--- src/rtl/imem_loader.sv ---
`default_nettype none
// ============================================================================
//  Module      : imem_loader
//  Description : Boot-time instruction RAM writer. Consumes a little-endian
//                byte stream (32-bit word count N, N payload words, one
//                checksum byte), writes each word into instruction RAM and
//                releases the core reset once the checksum matches.
//  Ports       : clk, rst (sync, active-low)
//                s_valid/s_data/s_ready  - byte stream in
//                ram_ena/ram_wea/ram_addr/ram_w_data - RAM write port
//                cpu_rst (active-low core reset), done, error - status
//  Revision    : 1.0 - initial release
// ============================================================================
module imem_loader #(
    parameter logic [31:0] BASE_ADDR   = 32'h0000_0000,
    parameter int          DEPTH_WORDS = 262144
) (
    input  logic        clk,
    input  logic        rst,
    input  logic        s_valid,
    input  logic [7:0]  s_data,
    output logic        s_ready,
    output logic        ram_ena,
    output logic [3:0]  ram_wea,
    output logic [31:0] ram_addr,
    output logic [31:0] ram_w_data,
    output logic        cpu_rst,
    output logic        done,
    output logic        error
);

    localparam logic [31:0] C_DEPTH = 32'(DEPTH_WORDS);

    typedef enum logic [2:0] {
        ST_HDR  = 3'd0,
        ST_DATA = 3'd1,
        ST_CSUM = 3'd2,
        ST_DONE = 3'd3,
        ST_ERR  = 3'd4
    } state_t;

    state_t      state_q, state_d;
    logic [31:0] count_q, count_d;
    logic [31:0] word_q, word_d;
    logic [31:0] word_idx_q, word_idx_d;
    logic [1:0]  byte_cnt_q, byte_cnt_d;
    logic [7:0]  sum_q, sum_d;
    logic        s_ready_q, s_ready_d;
    logic        ram_ena_q, ram_ena_d;
    logic [3:0]  ram_wea_q, ram_wea_d;
    logic [31:0] ram_addr_q, ram_addr_d;
    logic [31:0] ram_w_data_q, ram_w_data_d;
    logic        cpu_rst_q, cpu_rst_d;
    logic        done_q, done_d;
    logic        error_q, error_d;

    logic        hs;
    logic [31:0] count_shift;
    logic [31:0] word_shift;

    assign hs = s_valid && s_ready_q;
    // Little-endian assembly: each new byte enters at the top, so after four
    // shifts the first byte sits in [7:0].
    assign count_shift = {s_data, count_q[31:8]};
    assign word_shift  = {s_data, word_q[31:8]};

    always_comb begin
        state_d      = state_q;
        count_d      = count_q;
        word_d       = word_q;
        word_idx_d   = word_idx_q;
        byte_cnt_d   = byte_cnt_q;
        sum_d        = sum_q;
        ram_ena_d    = 1'b0;
        ram_wea_d    = 4'h0;
        ram_addr_d   = ram_addr_q;
        ram_w_data_d = ram_w_data_q;

        case (state_q)
            ST_HDR: begin
                if (hs) begin
                    count_d    = count_shift;
                    byte_cnt_d = byte_cnt_q + 2'd1;
                    if (byte_cnt_q == 2'd3) begin
                        if (count_shift > C_DEPTH) begin
                            state_d = ST_ERR;
                        end else if (count_shift == 32'd0) begin
                            state_d = ST_CSUM;
                        end else begin
                            state_d = ST_DATA;
                        end
                    end
                end
            end
            ST_DATA: begin
                if (hs) begin
                    word_d     = word_shift;
                    sum_d      = sum_q + s_data;
                    byte_cnt_d = byte_cnt_q + 2'd1;
                    if (byte_cnt_q == 2'd3) begin
                        ram_ena_d    = 1'b1;
                        ram_wea_d    = 4'hF;
                        ram_addr_d   = BASE_ADDR + (word_idx_q << 2);
                        ram_w_data_d = word_shift;
                        word_idx_d   = word_idx_q + 32'd1;
                        if (word_idx_q == count_q - 32'd1) begin
                            state_d = ST_CSUM;
                        end
                    end
                end
            end
            ST_CSUM: begin
                if (hs) begin
                    state_d = (s_data == sum_q) ? ST_DONE : ST_ERR;
                end
            end
            ST_DONE: state_d = ST_DONE;
            ST_ERR:  state_d = ST_ERR;
            default: state_d = ST_ERR;
        endcase

        // Status flags track the state being entered so they change in the
        // cycle right after the deciding handshake.
        s_ready_d = (state_d == ST_HDR) || (state_d == ST_DATA) || (state_d == ST_CSUM);
        done_d    = (state_d == ST_DONE);
        cpu_rst_d = (state_d == ST_DONE);
        error_d   = (state_d == ST_ERR);
    end

    always_ff @(posedge clk) begin
        if (!rst) begin
            state_q      <= ST_HDR;
            count_q      <= 32'd0;
            word_q       <= 32'd0;
            word_idx_q   <= 32'd0;
            byte_cnt_q   <= 2'd0;
            sum_q        <= 8'd0;
            s_ready_q    <= 1'b0;
            ram_ena_q    <= 1'b0;
            ram_wea_q    <= 4'h0;
            ram_addr_q   <= BASE_ADDR;
            ram_w_data_q <= 32'd0;
            cpu_rst_q    <= 1'b0;
            done_q       <= 1'b0;
            error_q      <= 1'b0;
        end else begin
            state_q      <= state_d;
            count_q      <= count_d;
            word_q       <= word_d;
            word_idx_q   <= word_idx_d;
            byte_cnt_q   <= byte_cnt_d;
            sum_q        <= sum_d;
            s_ready_q    <= s_ready_d;
            ram_ena_q    <= ram_ena_d;
            ram_wea_q    <= ram_wea_d;
            ram_addr_q   <= ram_addr_d;
            ram_w_data_q <= ram_w_data_d;
            cpu_rst_q    <= cpu_rst_d;
            done_q       <= done_d;
            error_q      <= error_d;
        end
    end

    assign s_ready    = s_ready_q;
    assign ram_ena    = ram_ena_q;
    assign ram_wea    = ram_wea_q;
    assign ram_addr   = ram_addr_q;
    assign ram_w_data = ram_w_data_q;
    assign cpu_rst    = cpu_rst_q;
    assign done       = done_q;
    assign error      = error_q;

endmodule
`default_nettype wire
--- config.mk ---
export PLATFORM = sky130hd
export DESIGN_NAME = imem_loader
export DESIGN_NICKNAME = d
export VERILOG_FILES = /design/src/rtl/imem_loader.sv
export SDC_FILE = /design/constraint.sdc
export NUM_CORES = 1
export LEC_CHECK = 0
export ABC_AREA = 1
export BUFFER_PORTS_ARGS = -buffer_cell sky130_fd_sc_hd__buf_2
export CAP_MARGIN = 10
export CELL_PAD_IN_SITES_DETAIL_PLACEMENT = 1
export CELL_PAD_IN_SITES_GLOBAL_PLACEMENT = 1
export CORE_MARGIN = 5
export CORE_UTILIZATION = 35
export CTS_CLUSTER_DIAMETER = 150
export DETAILED_ROUTE_END_ITERATION = 8
export GPL_TIMING_DRIVEN = 0
export PLACE_DENSITY_LB_ADDON = 0.1
export SLEW_MARGIN = 0
export SYNTH_ARGS = -nofsm -noshare
export SYNTH_HDL_FRONTEND = slang
export SYNTH_SLANG_ARGS = --single-unit
--- constraint.sdc ---
create_clock -name clk -period 2.2 [get_ports clk]
set_input_delay 0 -clock clk [delete_from_list [all_inputs] [get_ports clk]]
set_output_delay 0 -clock clk [all_outputs]
set_load 0.05 [all_outputs]
==> summary.md <==
| Metric | Value |
|---|---|
| Status | `finished, final reports clean` |
| RSZ-0062 raised after global routing | `true` |
| Synth Flop Type | `dfxtp_1` |
| Vias | `7988` |
| GPL Wtd Cong | `0.883` |
| Worst-Skew Late Latency | `440 ps` |
| Xor/xnor share of the synthesized area | `4.13%` |
| Slew margin rel. | `48.8%` |
| Vias in the first global route | `8097` |
| CTS Sinks | `167` |
| Met3 Track Usage GR | `3.85%` |
| Chip Height | `163 um` |
| Die area | `26500 um2` |
| Reg-to-reg critical path startpoint | `count_q[12]` |
| Final ANT Viol Nets | `0` |
| H-tree depth | `4` |
| Max-Cap Viols | `0` |
| Post-Synthesis Cell Area | `8180 um2` |
| Nets@finish | `1302` |
| Required @ worst endpoint | `2500 ps` |
| Reg clk slew, reported paths | `70 ps` |
| EDFF count, synth | `0` |
| Skew final | `17.3 ps` |
| Vias per inst | `4.96` |
| R2r endpoint | `state_q[0]` |
| Inserted Clock Buffers | `17` |
| IR drop worst, VDD | `0.625 mV` |
| Yosys cell types | `48` |
| Total congestion overflow | `0` |
| Most Used Layer, Global Route | `met2` |
| TritonCTS clock tree | `yes` |
| Pre-CTS WS | `-349 ps` |
| Startpoint types | `flip-flop` |
| Reg2Reg Depth | `14` |
| Core area | `23300 um2` |
| WL/cell | `17.7 um` |
| Period utilization | `94.5%` |
| Critical path capture point | `state_q[0]` |
| CTS root buf | `clkbuf_16` |
| GR Util met2 | `37.1%` |
| Port Buffer Count | `81` |
| Starting density of the core | `35.2%` |
| Crit path launch | `count_q[12]` |
| Drc violations | `0` |
| Mux share of post-synthesis cell area | `0%` |
| Simple-Gate Fraction of Synth Area | `27.3%` |
| Avg Cell Area, Syn | `7.07 um2` |
| Total wire length | `28500 um` |
| DRT iter0 DRCs | `405` |
| Fin. Hold Viols | `0` |
| DR pass1 iterations | `4` |
| Flops & latches, synth | `167` |
| HP Class | `input port to flip-flop` |
| Worst Path Max Fanout | `6` |
| Post-Syn Instances | `1158` |
| Setup Viol. Count Final | `0` |
| Critical Path Sink Type | `flip-flop` |
| Die Width | `163 um` |
| Crit path time final | `2080 ps` |
| Largest family of logic cells by synthesized area | `simple AND/OR/NAND/NOR gates` |
| Least-Margin Pin Slew | `769 ps` |
| CTS Buffer Depth | `2` |
| Initial antenna violation count | `1` |
| Io pins | `84` |
| Crit Path Class | `flip-flop to flip-flop` |
| Post-synthesis compound-gate area fraction | `17.0%` |
| Area grow syn2layout | `22.0%` |
| Final Core Density | `42.9%` |
| Worst path arrival time | `2380 ps` |
| Post-Synth Adder-Cell Area | `1.77%` |
| Grt met1 use | `28.4%` |
| Pwr Density | `708 nW/um2` |
| FFs w/ async S/R, synth | `0%` |
| Global-route wire length before repair | `44700 um` |
| Max Slew Vio Count | `0` |
| Max Freq | `0.481 GHz` |
| Ys Warns | `0` |
| # diodes | `0` |
| PnR worst setup slack | `121 ps` |
| WHS | `33.7 ps` |
| Row count | `56` |
| Sequential fraction of the synthesis area | `40.9%` |
| P_leak | `4.37 nW` |
| Flop2flop setup slack | `120 ps` |
| Tot GR Track Use | `21.7%` |
| Pin count of the biggest net entering global routing | `20` |
| Share of layout cells above drive strength 1 | `17.3%` |
| DP HPWL | `22100 um` |
==> how the worst min path moves through the flow <==
stage | start | endpoint | slack [ps] | depth (start not counted)
detailed placement | s_data[3] | word_q[27] | 340 | 3
finish | rst | ram_addr[3] | 30 | 3
global route | rst | ram_addr[3] | 60 | 3
CTS | rst | ram_addr[3] | 40 | 3
global placement | s_data[3] | word_q[27] | 330 | 3
floorplan | s_data[0] | word_q[24] | 150 | 2
==> cells in the mapped netlist (all sizes together) (3+ instances only) <==
cell | instances | share of area [%]
nand2 | 216 | 10
nor4 | 6 | 0.64
a21oi | 120 | 7.4
dfxtp | 167 | 41
o21a | 3 | 0.28
nand4 | 14 | 1.2
nand3b | 7 | 0.80
ha | 10 | 1.5
inv | 125 | 5.7
nor2 | 184 | 9.4
o21bai | 6 | 0.55
nor3 | 20 | 1.7
xnor2 | 13 | 1.4
buf | 15 | 1.3
nand3 | 43 | 2.9
clkinv | 3 | 0.15
o21ai | 132 | 8.2
xor2 | 23 | 2.5
clkbuf | 39 | 1.8
==> kinds of logic (layout without fill, tap and decap cells) <==
family                     after synthesis  in the layout
adders and majority gates               11             11
and+or+nand+nor                        493            493
buffers and inverters                  182            316
xor gates and xnor gates                37             37
other                                    1              2
DFF                                    167            167
AOI/OAI and AO/OA                      267            267
==> critical path, cell delays in order, from the launching register on <==
cell and delay [ps]:
dfxtp_1 390, nor2_1 200, nand2_1 160, nor2_4 170
nand2_4 90, nand2_1 70, nand2_1 70, nor2_1 100
nand2_1 90, nor2_4 160, nand3_2 130, nor2_4 150
nand2_1 60, nand2_1 70, a21oi_2 50
==> sequential cells by signal (all words and copies together), names as in the netlist, 2 cells and up <==
register and cells:
ram_addr 30, state_q 3, word_idx_q 32, count_q 32
word_q 24, ram_w_data 32, sum_q 8, byte_cnt_q 2
==> power breakdown <==
group / leakage (nW) / total, W / internal, W / switching (W)
clock network: 0.293 / 0.00304 / 0.00154 / 0.00150
registers: 1.36 / 0.00314 / 0.00306 / 0.0000736
logic: 2.72 / 0.000889 / 0.000292 / 0.000597
total: 4.37 / 0.00707 / 0.00490 / 0.00217
==> layer usage <==
| metal | routed length (um) | up-vias |
|---|---|---|
| met2 | 14100 | 112 |
| met4 | 324 | 2 |
| met3 | 871 | 22 |
| met5 | 13 | - |
| li1 | - | 3983 |
| met1 | 13200 | 3869 |
==> layout by cell type (no fill, tap or decap), types with 5 or more instances in the layout <==
master / netlist / routed
dfxtp_2: 0 / 10
clkbuf_1: 39 / 37
nor2_2: 13 / 12
nand4_1: 12 / 12
nor2_1: 165 / 157
nand3_1: 40 / 38
inv_1: 119 / 117
buf_2: 4 / 85
a21oi_1: 119 / 118
inv_2: 6 / 6
inv_6: 0 / 8
clkbuf_16: 0 / 17
nor3_1: 14 / 14
buf_4: 8 / 21
ha_1: 10 / 8
xor2_1: 23 / 23
nand2_1: 208 / 205
dlygate4sd3_1: 0 / 8
o21bai_1: 6 / 6
dfxtp_1: 167 / 155
clkinv_8: 0 / 5
nand2_2: 5 / 7
xnor2_1: 13 / 13
o21ai_1: 5 / 5
nor2_4: 6 / 15
nand3b_1: 6 / 6
o21ai_0: 125 / 125
==> area by class of cell <==
type | count | area, um2
buffer | 53 | 260
clock buffer | 17 | 425
clock inverter | 15 | 176
fill | 3026 | 13300
inverter | 128 | 493
multi-input combinational | 810 | 4270
sequential | 167 | 3360
tap | 319 | 399
timing repair buffer | 103 | 591
==> timing repair <==
action                                  in CTS  in global routing
resized for setup                           17                 43
hold buffers                                 8                  0
hold endpoints to repair                    21                  0
setup buffers                                3                 11
endpoints found under the setup margin      43                 73
pin swaps                                    4                 20
==> per-stage QoR <==
step                area [um2]  instances  total power [W]  TNS [ps]
floorplan                 8190       1159          0.00376         0
global placement          8990       1559          0.00400     -5080
detailed placement        8990       1559          0.00401     -5770
CTS                       9760       1602          0.00707         0
global route              9980       1612          0.00737     -53.9
finish                    9980       1612          0.00707         0
Note: power is estimated with default switching activity, not from simulation.
